`src/rtl/multi_channel_watchdog_pkg.sv`:
```
// -----------------------------------------------------------------------------
// multi_channel_watchdog_pkg
//
// Purpose : shared types and constants for the multi-channel watchdog.
//   wdt_state_e              - per-channel FSM state (also the debug view)
//   COMPLETE_BEATS_TIMEOUT   - a completion sampled on the terminal edge is
//                              on time and suppresses the timeout
//   START_BEATS_LATE_COMPLETE- in TIMEOUT, a start wins over a simultaneous
//                              (late) completion and re-arms the channel
// Ports   : none (package)
// -----------------------------------------------------------------------------
package multi_channel_watchdog_pkg;

    typedef enum logic [1:0] {
        IDLE    = 2'd0,
        ACTIVE  = 2'd1,
        TIMEOUT = 2'd2
    } wdt_state_e;

    localparam bit COMPLETE_BEATS_TIMEOUT    = 1'b1;
    localparam bit START_BEATS_LATE_COMPLETE = 1'b1;

endpackage

```
`src/rtl/multi_channel_watchdog_channel.sv`:
```
// -----------------------------------------------------------------------------
// watchdog_channel
//
// Purpose : one watchdog channel - FSM (IDLE/ACTIVE/TIMEOUT), cycle counter
//           and the limit latched when a start is accepted.
//
// Handshake: start and complete are single-cycle pulses sampled on every
//            rising edge; there is no back-pressure. Every output is a pulse
//            or level valid in the cycle it is driven, with no ready.
//
// Ports:
//   clk            in   clock
//   rst_n          in   asynchronous active-low reset
//   start          in   start pulse
//   complete       in   completion pulse
//   limit          in   timeout limit in cycles (0 treated as 1), sampled on
//                       an accepted start only
//   busy           out  channel is ACTIVE
//   timeout_pulse  out  registered one-cycle timeout pulse
//   err_set        out  combinational: protocol error detected this cycle
//   to_set         out  combinational: timeout decided this cycle
//   state_dbg      out  current FSM state
// -----------------------------------------------------------------------------
module watchdog_channel
    import multi_channel_watchdog_pkg::*;
#(
    parameter int CNT_W            = 8,
    parameter int RESTART_ON_START = 0
) (
    input  logic             clk,
    input  logic             rst_n,
    input  logic             start,
    input  logic             complete,
    input  logic [CNT_W-1:0] limit,
    output logic             busy,
    output logic             timeout_pulse,
    output logic             err_set,
    output logic             to_set,
    output wdt_state_e       state_dbg
);

    localparam logic [CNT_W-1:0] ONE     = {{(CNT_W-1){1'b0}}, 1'b1};
    localparam bit               RESTART = (RESTART_ON_START != 0);

    wdt_state_e       state, state_nx;
    logic [CNT_W-1:0] cnt, cnt_nx;
    logic [CNT_W-1:0] lim, lim_nx;
    logic [CNT_W-1:0] lim_start;

    assign lim_start = (limit == '0) ? ONE : limit;

    always_ff @(posedge clk or negedge rst_n) begin
        if (!rst_n) begin
            state         <= IDLE;
            cnt           <= '0;
            lim           <= '0;
            timeout_pulse <= 1'b0;
        end else begin
            state         <= state_nx;
            cnt           <= cnt_nx;
            lim           <= lim_nx;
            timeout_pulse <= to_set;
        end
    end

    always_comb begin
        state_nx = state;
        cnt_nx   = cnt;
        lim_nx   = lim;
        err_set  = 1'b0;
        to_set   = 1'b0;
        case (state)
            IDLE: begin
                // Start alongside complete is an ordinary start, not an error.
                if (start) begin
                    state_nx = ACTIVE;
                    cnt_nx   = '0;
                    lim_nx   = lim_start;
                end else if (complete) begin
                    err_set = 1'b1;
                end
            end
            ACTIVE: begin
                if (complete && start) begin
                    // Back-to-back: close this transaction, open the next.
                    cnt_nx = '0;
                    lim_nx = lim_start;
                end else if (complete && COMPLETE_BEATS_TIMEOUT) begin
                    state_nx = IDLE;
                end else if (start && RESTART) begin
                    cnt_nx = '0;
                    lim_nx = lim_start;
                end else begin
                    // An overlapping start is flagged but the original
                    // deadline keeps running.
                    if (start) begin
                        err_set = 1'b1;
                    end
                    // lim >= 1 whenever ACTIVE, so lim-1 never underflows and
                    // cnt reaches it before it could wrap.
                    if (cnt == lim - ONE) begin
                        state_nx = TIMEOUT;
                        to_set   = 1'b1;
                    end else begin
                        cnt_nx = cnt + ONE;
                    end
                end
            end
            TIMEOUT: begin
                if (start && (START_BEATS_LATE_COMPLETE || !complete)) begin
                    state_nx = ACTIVE;
                    cnt_nx   = '0;
                    lim_nx   = lim_start;
                end else if (complete) begin
                    // Late completion: already flagged, nothing more to add.
                    state_nx = IDLE;
                end
            end
            default: begin
                state_nx = IDLE;
            end
        endcase
    end

    assign busy      = (state == ACTIVE);
    assign state_dbg = state;

endmodule

```
`src/rtl/multi_channel_watchdog.sv`:
```
// -----------------------------------------------------------------------------
// multi_channel_watchdog
//
// Purpose : NUM_CH independent request/complete watchdogs with per-channel
//           runtime limits, sticky clearable status, a saturating global
//           timeout counter and a level interrupt.
//
// Handshake: all inputs are sampled every rising edge with no back-pressure;
//            start/complete/sts_clr are single-cycle pulses, irq_en and
//            timeout_limit are levels. Outputs carry no ready.
//
// Ports:
//   clk                   in   clock
//   rst_n                 in   asynchronous active-low reset
//   start_transaction     in   [NUM_CH]        per-channel start pulse
//   complete_transaction  in   [NUM_CH]        per-channel completion pulse
//   timeout_limit         in   [NUM_CH*CNT_W]  per-channel limit, channel i at
//                                              bits [i*CNT_W +: CNT_W]
//   irq_en                in   [NUM_CH]        per-channel interrupt enable
//   sts_clr               in   [NUM_CH]        write-1-to-clear status
//   busy                  out  [NUM_CH]        channel ACTIVE
//   req_timeout           out  [NUM_CH]        one-cycle timeout pulse
//   timeout_sts           out  [NUM_CH]        sticky timeout flag
//   err_sts               out  [NUM_CH]        sticky protocol-error flag
//   timeout_count         out  [TOCNT_W]       saturating timeout total
//   irq                   out                  enabled status present
// -----------------------------------------------------------------------------
module multi_channel_watchdog
    import multi_channel_watchdog_pkg::*;
#(
    parameter int NUM_CH           = 4,
    parameter int CNT_W            = 8,
    parameter int TOCNT_W          = 16,
    parameter int RESTART_ON_START = 0
) (
    input  logic                    clk,
    input  logic                    rst_n,
    input  logic [NUM_CH-1:0]       start_transaction,
    input  logic [NUM_CH-1:0]       complete_transaction,
    input  logic [NUM_CH*CNT_W-1:0] timeout_limit,
    input  logic [NUM_CH-1:0]       irq_en,
    input  logic [NUM_CH-1:0]       sts_clr,
    output logic [NUM_CH-1:0]       busy,
    output logic [NUM_CH-1:0]       req_timeout,
    output logic [NUM_CH-1:0]       timeout_sts,
    output logic [NUM_CH-1:0]       err_sts,
    output logic [TOCNT_W-1:0]      timeout_count,
    output logic                    irq
);

    logic [NUM_CH-1:0] to_set;
    logic [NUM_CH-1:0] err_set;
    wdt_state_e        ch_state [NUM_CH];

    // Sum carries one extra bit to detect overflow. This is exact as long
    // as NUM_CH <= 2**TOCNT_W, which holds for every sensible configuration.
    logic [TOCNT_W:0]  to_inc;
    logic [TOCNT_W:0]  cnt_sum;

    for (genvar i = 0; i < NUM_CH; i++) begin : g_ch
        watchdog_channel #(
            .CNT_W            (CNT_W),
            .RESTART_ON_START (RESTART_ON_START)
        ) u_ch (
            .clk           (clk),
            .rst_n         (rst_n),
            .start         (start_transaction[i]),
            .complete      (complete_transaction[i]),
            .limit         (timeout_limit[i*CNT_W +: CNT_W]),
            .busy          (busy[i]),
            .timeout_pulse (req_timeout[i]),
            .err_set       (err_set[i]),
            .to_set        (to_set[i]),
            .state_dbg     (ch_state[i])
        );

        a_busy_is_active: assert property (
            @(posedge clk) disable iff (!rst_n)
            busy[i] == (ch_state[i] == ACTIVE)
        );
    end

    // A set arriving with its clear leaves the flag set.
    always_ff @(posedge clk or negedge rst_n) begin
        if (!rst_n) begin
            timeout_sts <= '0;
            err_sts     <= '0;
        end else begin
            timeout_sts <= (timeout_sts & ~sts_clr) | to_set;
            err_sts     <= (err_sts & ~sts_clr) | err_set;
        end
    end

    always_comb begin
        to_inc = '0;
        for (int i = 0; i < NUM_CH; i++) begin
            to_inc = to_inc + {{TOCNT_W{1'b0}}, req_timeout[i]};
        end
        cnt_sum = {1'b0, timeout_count} + to_inc;
    end

    always_ff @(posedge clk or negedge rst_n) begin
        if (!rst_n) begin
            timeout_count <= '0;
        end else if (cnt_sum[TOCNT_W]) begin
            timeout_count <= '1;
        end else begin
            timeout_count <= cnt_sum[TOCNT_W-1:0];
        end
    end

    assign irq = |((timeout_sts | err_sts) & irq_en);

endmodule

```
`config.mk`:
```
export PLATFORM = sky130hd
export DESIGN_NAME = multi_channel_watchdog
export DESIGN_NICKNAME = d
export VERILOG_FILES = /design/src/rtl/multi_channel_watchdog_pkg.sv /design/src/rtl/multi_channel_watchdog_channel.sv /design/src/rtl/multi_channel_watchdog.sv
export SDC_FILE = /design/constraint.sdc
export NUM_CORES = 1
export LEC_CHECK = 0
export CAP_MARGIN = 20
export CORE_MARGIN = 3
export CORE_UTILIZATION = 50
export DETAILED_ROUTE_END_ITERATION = 16
export PLACE_DENSITY_LB_ADDON = 0.3
export SETUP_SLACK_MARGIN = 0.1
export SYNTH_ARGS = -nofsm -noshare
export SYNTH_HDL_FRONTEND = slang
export SYNTH_SLANG_ARGS = --single-unit
```
`constraint.sdc`:
```
create_clock -name clk -period 2.7 [get_ports clk]
set_input_delay 0.54 -clock clk [delete_from_list [all_inputs] [get_ports clk]]
set_output_delay 0.54 -clock clk [all_outputs]
set_load 0.02 [all_outputs]
```
# After elaboration in Yosys (flattened, before gate mapping)
# Index checks and enable logic that the tools add are counted.
[op_classes]
eq_ne = 44
n_addsub = 12
reduce_logical = 33
muxes = 105
bitwise_logic = 7
[ops]
columns = ["operator", "count"]
rows = [
  ["$mux W8", 28],
  ["$pmux W8 S2", 8],
  ["$mux W2", 24],
  ["$ne A3 B3 Y1 const B", 16],
  ["$mux W1", 36],
  ["$add A8 B1 Y8 const B", 4],
  ["$eq A8 B8 Y1", 4],
  ["$logic_not A8 Y1", 4],
  ["$reduce_and A4 Y1", 8],
  ["$sub A8 B1 Y8 const B", 4],
  ["$ne A2 B2 Y1 const B", 12],
  ["$pmux W2 S3", 4],
  ["$add A16 B4 Y17", 1],
  ["$mux W16", 1],
  ["$and A4 B4 Y4", 3],
  ["$or A4 B4 Y4", 3],
  ["$reduce_and A3 Y1", 4],
  ["$eq A2 B1 Y1 const B", 4],
  ["$eq A2 B2 Y1 const B", 4],
  ["$logic_not A2 Y1", 4],
  ["$ne A2 B1 Y1 const B", 4],
  ["$pmux W1 S2", 4],
  ["$reduce_bool A2 Y1", 4],
  ["$reduce_or A2 Y1", 4],
  ["other kinds (6)", 9],
]
[totals]
output_inout_bits = 33
wordCells = 220
reg_bits = 100

# Logic depth before layout (Yosys ltp)
[depth]
depth_word = 7
ltp_mapped = 12
ltp_nobuf = 11

# Cells and area by module
# From an unflattened synthesis, not the netlist that was laid out.
[unflattened]
cells_unflattened = 571
area_unflattened_um2 = 5825.6
[modules_own_cells]
columns = ["mod", "n_inst", "seq_area_each_um2", "cells_each", "area_each_um2"]
rows = [
  ["watchdog_channel (g_ch[0].u_ch ...)", 3, 475.5, 114, 1142.3],
  ["watchdog_channel (g_ch[2].u_ch)", 1, 475.5, 121, 1232.4],
  ["multi_channel_watchdog", 1, 600.6, 108, 1166.1],
]

# Worst setup path before layout
# Ideal clock, no wire load.
[synth_path]
path_kind = "register to register"
startpoint = "register timeout_count[0]"
endpoint = "register timeout_count[0]"
path_stages_with_launch = 13
arrival_ns = 2.726
path_buffers = 1
slack_ns = -0.094
setup_ns = 0.068
period_less_slack_ns = 2.794
t_required_ns = 2.632
cell_sequence = "dfrtp_1 -> fa_1 -> inv_1 -> fa_1 -> inv_1 -> fa_1 -> and3_1 -> and3_1 -> nand2_1 -> nor2_1 -> nand4_1 -> clkbuf_1 -> nand2_1"
[synth_via]
elab_chain_len = 2
[synth_lines]
columns = ["item", "line_no", "text"]
rows = [
  ["start, declared", "multi_channel_watchdog.sv:47", "output logic [TOCNT_W-1:0] timeout_count,"],
  ["start signal, assigned", "multi_channel_watchdog.sv:108", "timeout_count <= cnt_sum[TOCNT_W-1:0];"],
  ["$add A16 B4 Y17", "multi_channel_watchdog.sv:99", "cnt_sum = {1'b0, timeout_count} + to_inc;"],
  ["$mux W16", "multi_channel_watchdog.sv:105", "end else if (cnt_sum[TOCNT_W]) begin"],
]
# No other way between the ends.
# A chain may end at the register's enable or synchronous reset.

# Final worst setup path
[layout_path]
startpoint = "register timeout_count[0]"
endpoint = "register timeout_count[5]"
# Same word-level chain as after synthesis.

==> impl_metrics.toml <==
[run_status]
status = "complete, no violations"

[worst_setup_path]
worstPathMaxFanout = 7
crit_path_end_kind = "flop"
worstSetupPathType = "reg2reg"
arrival_ns = 2.97
startpoint_type = "flop"
required_ns = 2.97

[place]
placed_cells = 817
placed_area_um2 = 6750
gp_congestion = 0.890
dpl.hpwl_um = 9930
io_buffer_count = 82

[sta]
holdWs_ns = 0.162
drv_slew = 0
final-setup-viol-count = 0
rsz0062_at_grt = "true"
worst_pin_slew_ns = 0.532
post-route-period-util = 0.999
hold_viol_final = 0
skew_ns = 0.00726
period_minus_slack_ns = 2.70
max_slew_margin = 0.642
max_freq_ghz = 0.371

[pwr]
peakVddDrop_uv = 286
p_total_uw = 4210
power_leakage_uw = 0.00318
p_per_area_nw_per_um2 = 575

[logic_synthesis]
ys_types = 62
ys_dominant_reg_cell = "dfrtp_1"
syn_avg_cell_area_um2 = 9.57
netlist_area_um2 = 5690
synthArstFlopShare = 1.00
synth_top_area_frac = 0.440
syn-instance-count = 595
synth_seq_area_share = 0.440
yosys.area.top_type = "dfrtp_1"
synthesis.nets = 657
yosys_warnings = 0
synth_edf_count = 0
synth_area_leaders = "dfrtp_1 (44%), xnor2_1 (5.2%), mux2_2 (4.4%), nand2_1 (4.2%), a21oi_1 (3.4%)"
ys_seq_elements = 100

[global_routing]
grt_start_max_net_pins = 40
overflow = 0
grt_first_pass_wirelength_um = 22300
antenna_found_initial = 0
grt_usage = 0.212
first_global_vias = 4857

[detailed_routing]
wl_met3_um = 540
routed_wl_um = 13400
wl_per_cell_um = 15.8
wl_met2_um = 6810
drtAntennaViolNets = 0
drt_iter0_markers = 215
dr.pass1.iters = 4
top_layer_used = "met4"
via_count = 4877
wl_met1_um = 5840
viasPerCell = 5.75
drc = 0

[layout]
syn2layout_area_growth_pct = 28.6
stdcell_count = 848
nets = 765
final_cell_mix = "dfrtp_1 (99), clkdlybuf4s50_1 (81), nand2_1 (50)"
finalInstanceArea_um2 = 7320
drive_gt1_frac = 0.165
final_common_cell = "dfrtp_1"
antennaDiodeCount = 0

[floorplan]
fp.dieH_um = 113
ioPinCount = 83
start_util = 0.518
chipWidth_um = 113
coreArea_um2 = 11000
row_count = 38
die_area_um2 = 12700

[clock_network]
cts_made_buffers = 9
cts-htree-levels = 3
clock_latency_ns = 0.34
tritoncts = "done"
clk_pin_slew_ns = 0.07
ctsRootBufferMaster = "clkbuf_16"
clockBufferDepth = 2
cts.sinks = 100

[run]
maxCapViolCount = 0

[hold_path]
min_path_type = "in2async"
per-stage QoR:
step	setup TNS, ns	util	setup slack [ns]
3_3_place_gp	0	0.615	0.0785
5_1_grt	-0.997	0.666	-0.115
6_report	0	0.666	0.00164
3_5_place_dp	-0.00843	0.615	-0.00644
4_1_cts	0	0.653	0.0173
2_1_floorplan	0	-	0.102
Yosys cell counts, types with 6 or more instances:
master	number
nand2b_1	11
ha_1	9
dfrtp_1	100
a21oi_1	39
nand3b_1	6
nand2_1	63
xnor2_1	34
clkbuf_1	11
nor3_1	22
mux2i_1	6
nor3b_1	7
o31ai_1	6
nor2b_1	9
nor2_1	32
nor4_1	9
xor2_1	21
o21ai_0	20
nand4_1	13
and3_1	14
buf_4	8
nand3_1	15
inv_1	32
mux2_2	22
and2_1	11
path summary, 6_finish.rpt:
kind                                      from                   to  slack [ns]  depth (start not counted)
min                                      rst_n     timeout_count[7]        0.16                          1
max                           timeout_count[0]     timeout_count[5]       0.002                         12
min reg2reg                g_ch[3].u_ch.lim[7]  g_ch[3].u_ch.lim[7]        0.51                          2
max reg2reg                   timeout_count[0]     timeout_count[5]       0.002                         12
max in group asynchronous                rst_n  g_ch[3].u_ch.lim[1]        1.84                          2
min in group clk           g_ch[3].u_ch.lim[7]  g_ch[3].u_ch.lim[7]        0.51                          2
logic make-up after synthesis:
logic type	share of synthesized area
AO/OA/AOI/OAI	0.139
XOR/XNOR	0.0846
adder cells (fa/ha/maj)	0.0303
buffers and inverters	0.0396
flip-flops	0.440
multiplexers	0.0541
AND/OR/NAND/NOR	0.213
critical path: stages (launching register included):
cell and delay [ns]:
dfrtp_2 0.42, fa_1 0.55, inv_2 0.04, fa_2 0.33, inv_2 0.08, fa_2 0.20, and3_4 0.18, and3_4 0.21
nand2_4 0.06, nor2_4 0.09, nand4_1 0.19, buf_6 0.21, o21ai_2 0.06
sequential cells by signal (all words and copies together) (netlist names):
signal                   count
err_sts                      4
g_ch.u_ch.cnt               32
g_ch.u_ch.lim               32
g_ch.u_ch.state_dbg          8
g_ch.u_ch.timeout_pulse      4
timeout_count               16
timeout_sts                  4
layer usage:
| layer | track usage | vias to the layer above |
|---|---|---|
| met2 | 0.363 | 105 |
| met3 | 0.0241 | 19 |
| met4 | 0.0745 | 0 |
| li1 | - | 2339 |
| met5 | 0 | - |
| met1 | 0.279 | 2414 |
layout make-up:
cell class                 instances  area (um^2)
clock buffer                       9          225
clock inverter                     7         96.3
fill                             885         3660
inverter                          32          120
multi-input combinational        443         3110
sequential                       100         2500
tap                              140          175
timing repair buffer             117         1090
power breakdown:
group / leakage [uW] / internal, uW / switching [uW]
clock network: 0.000161 / 820 / 590
registers: 0.00130 / 1640 / 196
logic: 0.00172 / 485 / 479
repair_timing:
item / 4_1_cts / 5_1_grt
resized for setup: 16 / 21
cloned: 1 / 0
setup endpoints to repair: 25 / 39
setup buffers: 5 / 9
hold buffers: 0 / 0
pin swaps: 8 / 11
(Power assumes the default switching activity.)
